### src/rtl/vga_pkg.sv
// ----------------------------------------------------------------------------
// vga_pkg
// Definitions shared by the frame buffer writer and the pixel fetcher, so that
// both sides agree on the frame size and on the per-bank address map.
//   fb_state_t  : writer FSM states (FILL, WAIT_SWAP)
//   FRAME_WORDS : image RAM words per frame (640x480, 4 pixels per word)
//   OFS_W       : per-bank word-offset width
// ----------------------------------------------------------------------------
package vga_pkg;

    localparam int FRAME_WORDS = 76800;
    localparam int OFS_W       = 17;

    typedef enum logic {
        FILL      = 1'b0,
        WAIT_SWAP = 1'b1
    } fb_state_t;

endpackage : vga_pkg

### src/rtl/frame_buffer_writer.sv
// ----------------------------------------------------------------------------
// frame_buffer_writer
// Writes a processed-pixel stream into the back bank of a double-buffered
// image RAM. The front bank (disp_bank) is only swapped at a vertical-blank
// boundary after a complete frame has been written, so the display never
// shows a partially written image.
//
// Ports
//   clk           pixel clock (shared with VGA counters and image RAM)
//   rst           asynchronous active-low reset
//   enable        swap enable; frames are still written when low
//   vs_start      one-cycle pulse at the start of vertical blank
//   in_valid      stream word valid
//   in_data       stream word (packed pixels)
//   in_last       final word of a frame
//   in_ready      writer can accept a word (registered)
//   wr_en         image RAM write strobe
//   wr_addr       image RAM write address {write bank, offset}
//   wr_data       image RAM write data
//   disp_bank     front bank, selects the image the pixel fetcher reads
//   frame_swapped one-cycle pulse when disp_bank toggles
//   err_frame     sticky: in_last position disagreed with FRAME_WORDS
// ----------------------------------------------------------------------------
module frame_buffer_writer #(
    parameter int DATA_W      = 32,
    parameter int OFS_W       = vga_pkg::OFS_W,
    parameter int FRAME_WORDS = vga_pkg::FRAME_WORDS
) (
    input  logic              clk,
    input  logic              rst,
    input  logic              enable,
    input  logic              vs_start,
    input  logic              in_valid,
    input  logic [DATA_W-1:0] in_data,
    input  logic              in_last,
    output logic              in_ready,
    output logic              wr_en,
    output logic [OFS_W:0]    wr_addr,
    output logic [DATA_W-1:0] wr_data,
    output logic              disp_bank,
    output logic              frame_swapped,
    output logic              err_frame
);

    import vga_pkg::*;

    localparam logic [OFS_W-1:0] LAST_OFS = OFS_W'(FRAME_WORDS - 1);

    fb_state_t         r_state;
    fb_state_t         w_next_state;
    logic [OFS_W-1:0]  r_offset;
    logic              r_in_ready;
    logic              r_wr_en;
    logic [OFS_W:0]    r_wr_addr;
    logic [DATA_W-1:0] r_wr_data;
    logic              r_disp_bank;
    logic              r_frame_swapped;
    logic              r_err_frame;

    logic              w_hs;
    logic              w_at_end;
    logic              w_final;

    // A word is taken only in FILL while the registered ready is high.
    assign w_hs     = in_valid && r_in_ready && (r_state == FILL);
    assign w_at_end = (r_offset == LAST_OFS);
    // The frame ends on whichever comes first: in_last or the last offset.
    assign w_final  = w_hs && (in_last || w_at_end);

    // Next-state decode for the fill / wait-for-vblank FSM.
    always_comb begin
        w_next_state = r_state;
        case (r_state)
            FILL: begin
                if (w_final) begin
                    w_next_state = WAIT_SWAP;
                end else begin
                    w_next_state = FILL;
                end
            end
            WAIT_SWAP: begin
                if (vs_start) begin
                    w_next_state = FILL;
                end else begin
                    w_next_state = WAIT_SWAP;
                end
            end
            default: w_next_state = FILL;
        endcase
    end

    // State register, offset counter, bank select and all registered outputs.
    always_ff @(posedge clk or negedge rst) begin
        if (!rst) begin
            r_state         <= FILL;
            r_offset        <= {OFS_W{1'b0}};
            r_in_ready      <= 1'b0;
            r_wr_en         <= 1'b0;
            r_wr_addr       <= {(OFS_W + 1){1'b0}};
            r_wr_data       <= {DATA_W{1'b0}};
            r_disp_bank     <= 1'b0;
            r_frame_swapped <= 1'b0;
            r_err_frame     <= 1'b0;
        end else begin
            r_state         <= w_next_state;
            r_wr_en         <= w_hs;
            r_frame_swapped <= 1'b0;
            case (r_state)
                FILL: begin
                    if (w_hs) begin
                        // Writes always go to the back bank.
                        r_wr_addr <= {~r_disp_bank, r_offset};
                        r_wr_data <= in_data;
                        if (in_last != w_at_end) begin
                            r_err_frame <= 1'b1;
                        end
                        // Hold the offset on the final word so it never wraps.
                        if (w_final) begin
                            r_in_ready <= 1'b0;
                        end else begin
                            r_offset   <= r_offset + OFS_W'(1);
                            r_in_ready <= 1'b1;
                        end
                    end else begin
                        // Also gives the first-cycle ready rise after reset.
                        r_in_ready <= 1'b1;
                    end
                end
                WAIT_SWAP: begin
                    if (vs_start) begin
                        r_offset   <= {OFS_W{1'b0}};
                        r_in_ready <= 1'b1;
                        // With swapping disabled the back bank is simply
                        // overwritten by the next frame.
                        if (enable) begin
                            r_disp_bank     <= ~r_disp_bank;
                            r_frame_swapped <= 1'b1;
                        end
                    end
                end
                default: begin
                    r_in_ready <= 1'b0;
                end
            endcase
        end
    end

    assign in_ready      = r_in_ready;
    assign wr_en         = r_wr_en;
    assign wr_addr       = r_wr_addr;
    assign wr_data       = r_wr_data;
    assign disp_bank     = r_disp_bank;
    assign frame_swapped = r_frame_swapped;
    assign err_frame     = r_err_frame;

endmodule : frame_buffer_writer
### config.mk
export PLATFORM = sky130hd
export DESIGN_NAME = frame_buffer_writer
export DESIGN_NICKNAME = d
export VERILOG_FILES = /design/src/rtl/vga_pkg.sv /design/src/rtl/frame_buffer_writer.sv
export SDC_FILE = /design/constraint.sdc
export NUM_CORES = 1
export LEC_CHECK = 0
export BUFFER_PORTS_ARGS = -buffer_cell sky130_fd_sc_hd__buf_2
export CORE_MARGIN = 5
export CORE_UTILIZATION = 49
export CTS_BUF_LIST = sky130_fd_sc_hd__clkbuf_8
export CTS_CLUSTER_DIAMETER = 150
export DETAILED_ROUTE_END_ITERATION = 8
export GPL_TIMING_DRIVEN = 1
export PLACE_DENSITY = 0.77
export SETUP_SLACK_MARGIN = 0.5
export SLEW_MARGIN = 40
export SYNTH_ARGS = -nofsm -noshare
export SYNTH_HDL_FRONTEND = slang
export SYNTH_SLANG_ARGS = --single-unit
### constraint.sdc
create_clock -name clk -period 3 [get_ports clk]
set_input_delay 0.3 -clock clk [delete_from_list [all_inputs] [get_ports clk]]
set_output_delay 0.3 -clock clk [all_outputs]
set_load 0.01 [all_outputs]
# ---- Word level (Yosys, flattened, before mapping)
# Index checks and enable logic that the tools add are counted.
dict set report classes {
  n_eq_ne 5
  mux 14
  bitwise_logic 2
  add_sub_neg 1
  n_reduce_logical 8
}
# cell n
set op_table {}
lappend op_table {{17-bit two-way mux} 3}
lappend op_table {{17-bit one-hot mux with 2 select lines} 1}
lappend op_table {{17-bit by 1-bit adder with 17-bit output (second input constant)} 1}
lappend op_table {{17-bit equality test (second input constant)} 1}
lappend op_table {{3-bit AND reduction} 3}
lappend op_table {{1-bit two-way mux} 8}
lappend op_table {{2-bit != test (second input constant)} 3}
lappend op_table {{1-bit one-hot mux with 2 select lines} 2}
lappend op_table {{1-bit logical AND} 3}
lappend op_table {{1-bit inverter} 2}
lappend op_table {{2-bit AND reduction} 1}
lappend op_table {{1-bit logical OR} 1}
lappend op_table {{1-bit != test} 1}
dict set report word_totals {
  regBits 73
  wordCells 39
  input_bits 38
}

# ---- Longest topological paths before layout
dict set report logic_depth {
  ltp_word 6
  mapped_depth 10
}

# ---- Worst setup path after synthesis
# Ideal clock, no wire load.
dict set report synth_timing {
  kind {register to register}
  from {register r_offset[4]}
  to {register r_offset[15]}
  arrival_ns 2.102
  slack_ns 0.819
  path_stages_with_launch 11
  synth_period_minus_slack_ns 2.181
  setup_time_ns 0.078
  cell_sequence {dfrtp_1 -> and3_1 -> buf_4 -> nand2_4 -> nand4b_1 -> ha_1 -> and4b_1 -> buf_6 -> o21ai_4 -> or4_1 -> a21oi_1}
}
dict set report synth_via {
  elab_chain_len 5
  elab_cells_between_ends 9
  cone_classes {1 x add/sub; 2 x eq/ne; 3 x mux; 3 x reduce/logical}
}
# item line_no
set synth_rtl {}
lappend synth_rtl {{from (decl)} frame_buffer_writer.sv:51} ;# logic [OFS_W-1:0] r_offset;
lappend synth_rtl {{from (signal assigned)} frame_buffer_writer.sv:96} ;# r_offset <= {OFS_W{1'b0}};
lappend synth_rtl {{from (signal assigned)} frame_buffer_writer.sv:121} ;# r_offset <= r_offset + OFS_W'(1);
lappend synth_rtl {{from (signal assigned)} frame_buffer_writer.sv:131} ;# r_offset <= {OFS_W{1'b0}};
lappend synth_rtl {{parallel branches: the longest is 5 deep, another holds 17-bit by 1-bit adder with 17-bit output} n/a}
# Several ways; the timed one is not identified. The select of a mux whose other input is x is not followed.
# A chain may end at the register's enable or synchronous reset.

# ---- Worst setup path after layout
dict set report layout_timing {
  from {register r_offset[0]}
  to {register r_offset[15]}
}
# Same word-level chain as after synthesis.

==> flow_metrics.tcl <==
set metrics [dict create \
    fmax_mhz 429 \
    power.density_nw_per_um2 635 \
    max_stage_delay_ns 0.48 \
    rows 28 \
    period_share 0.777 \
    yosysSeqAreaShare 0.609 \
    rsz0062_at_grt "false" \
    path_max_fanout 9 \
    slew_headroom 0.562 \
    fp.dieH_um 88.3 \
    ys_warn_count 0 \
    first_pass_iters 4 \
    cts_htree_levels 3 \
    skew_ns 0.00576 \
    fp.coreArea_um2 5960 \
    grt_pass1_vias 2320 \
    grt_usage 0.183 \
    synthCells 319 \
    async_flop_share 1.00 \
    critPathSlowestCell "or4_1" \
    start_kind "flop" \
    ioPinCount 93 \
    cpLargestDelayFamily "simple AND/OR/NAND/NOR gates" \
    clk_pin_slew_ns 0.07 \
    grt_max_degree 74 \
    leakage_nw 2.07 \
    setup_viol 0 \
    crit_top_cell "ha_1" \
    gp_congestion 0.862 \
    hold_violations 0 \
    worst_ep_required_time_ns 3.26 \
    drive_above_1_share 0.277 \
    grt_pass1_wl_um 10900 \
    status "complete, no violations" \
    hold_class "in -> reg" \
    whs_ns 0.150 \
    n_antenna_cell 0 \
    worst_pin_slew_ns 0.656 \
    fillCellCount 543 \
    synth_ff_type "dfrtp_1" \
    final_max_slew_viol_count 0 \
    worstPathArrival_ns 2.59 \
    min_period_ns 2.33 \
    dieArea_um2 7790 \
    avgSynthCellArea_um2 9.41 \
    netlist_area_um2 3000 \
    setup-tns-final_ns 0 \
    synth_cell_types 34 \
    cts_root_buf "clkbuf_8" \
    numCtsBuffers 9 \
    drc_errors 0 \
    routed_via_density 4.89 \
    crit_type "reg -> reg" \
    ir_drop_uv 449 \
    cts_tree "done" \
    grt_overflow 0 \
    cts.sinks 73 \
    clk_latency_ns 0.33 \
    path_cells "ha_1 -> and2_1 -> nand4b_1 -> ha_1 -> and4b_4 -> o21ai_4 -> or4_1 -> a21oi_1" \
    start_util 0.504 \
    drt_iter0_drc 115 \
    port_buffers 92 \
    synth_edf_count 0 \
    wl_per_cell_um 13.5 \
    fin_nets 451 \
    hpwl_um 4450 \
    syn_to_final_growth_pct 23.2 \
    ant_nets 0 \
    drv_cap 0 \
    clk_path_buf_depth 2 \
    worst-path-buf-inv 0 \
    vias 2398 \
    syn_nets 359 \
    routed_wl_um 6640 \
    crit_path_end_kind "flop" \
    fp.dieW_um 88.3 \
    ys_ff_latch 73 \
    antenna_found_initial 0 \
]
==> cell families after synthesis <==
logic type / synth area share
flip-flops: 0.609
adder cells (fa/ha/maj): 0.00834
AND/OR/NAND/NOR: 0.264
AO/OA/AOI/OAI: 0.0646
buffers and inverters: 0.0283
XOR/XNOR: 0.0263
==> final cells by class <==
cell class / instances / area, µm² / area share
multi-input cells: 227 / 1100 / 0.297
clock buffers: 10 / 138 / 0.0372
inverters: 4 / 16.3 / 0.00440
well taps: 75 / 93.8 / 0.0254
clock inverters: 5 / 25.0 / 0.00677
repair buffers: 96 / 499 / 0.135
flip-flops and latches: 73 / 1830 / 0.494
==> cell usage after synthesis, types with 4 or more instances <==
master	number	area share
a21oi_1	6	0.010
clkbuf_1	10	0.013
xor2_1	8	0.023
nand3_1	4	0.0067
nor2_1	9	0.011
nand2_1	152	0.19
or4_1	4	0.010
dfrtp_1	73	0.61
o21ai_0	9	0.015
==> worst min-delay path, delay by kind of cell <==
family / cells / cell delay (ns)
AND/OR/NAND/NOR: 2 / 0.08
buffers and inverters: 1 / 0.07
==> metrics by stage <==
step	util	power (mW)	worst slack [ns]	instance area, µm²	std cells
global placement	0.588	1.71	0.573	3500	472
finish	0.621	2.35	0.668	3700	490
global route	0.621	2.49	0.523	3700	490
detailed placement	0.588	1.73	0.485	3500	472
floorplan	-	1.49	0.819	3000	319
CTS	0.618	2.37	0.565	3680	488
==> worst paths after layout <==
| kind | to | cells after the start | from | slack (ns) |
|---|---|---|---|---|
| setup / recovery | r_offset[15] | 8 | r_offset[0] | 0.67 |
| hold / removal | wr_data[14] | 3 | in_data[14] | 0.15 |
| setup reg to reg | r_offset[15] | 8 | r_offset[0] | 0.67 |
| hold reg to reg | err_frame | 1 | err_frame | 0.46 |
| max in group asynchronous | wr_data[0] | 2 | rst | 1.99 |
| min in group asynchronous | r_offset[6] | 2 | rst | 0.55 |
==> timing repair <==
action                     CTS  global route
gates resized for setup      1             1
hold buffers                 1             0
buffers inserted             0             2
setup endpoints to repair    2             8
hold endpoints to repair    53             0
pin swaps                    0             1
==> sequential cells by signal, indices dropped and copies added, names as in the netlist <==
| signal | cells |
|---|---|
| wr_data | 32 |
| wr_addr | 18 |
| r_offset | 17 |
| disp_bank | 1 |
| err_frame | 1 |
| frame_swapped | 1 |
| in_ready | 1 |
| r_state | 1 |
| wr_en | 1 |
==> metal layers <==
layer	up-vias	part of all wire	GRT usage
met1	1106	0.45	0.256
met5	-	0	0
li1	1219	-	-
met4	0	0.017	0.0865
met2	62	0.46	0.274
met3	11	0.064	0.0391
==> placed cells by master, fill, tap and decap left out, types with 4 or more instances in the layout <==
cell      synthesis  final
clkbuf_8          0     10
o21ai_0           9      9
dfrtp_1          73     73
buf_2             2     91
nand2_1         152    152
or4_1             4      4
nor2_1            9      9
a21oi_1           6      6
xor2_1            8      8
inv_1             3      5
==> where the power goes <==
part,switching [mW],internal [mW]
clock network,0.333,0.309
registers,0.0888,1.14
logic,0.295,0.187
(Power assumes the default switching activity.)
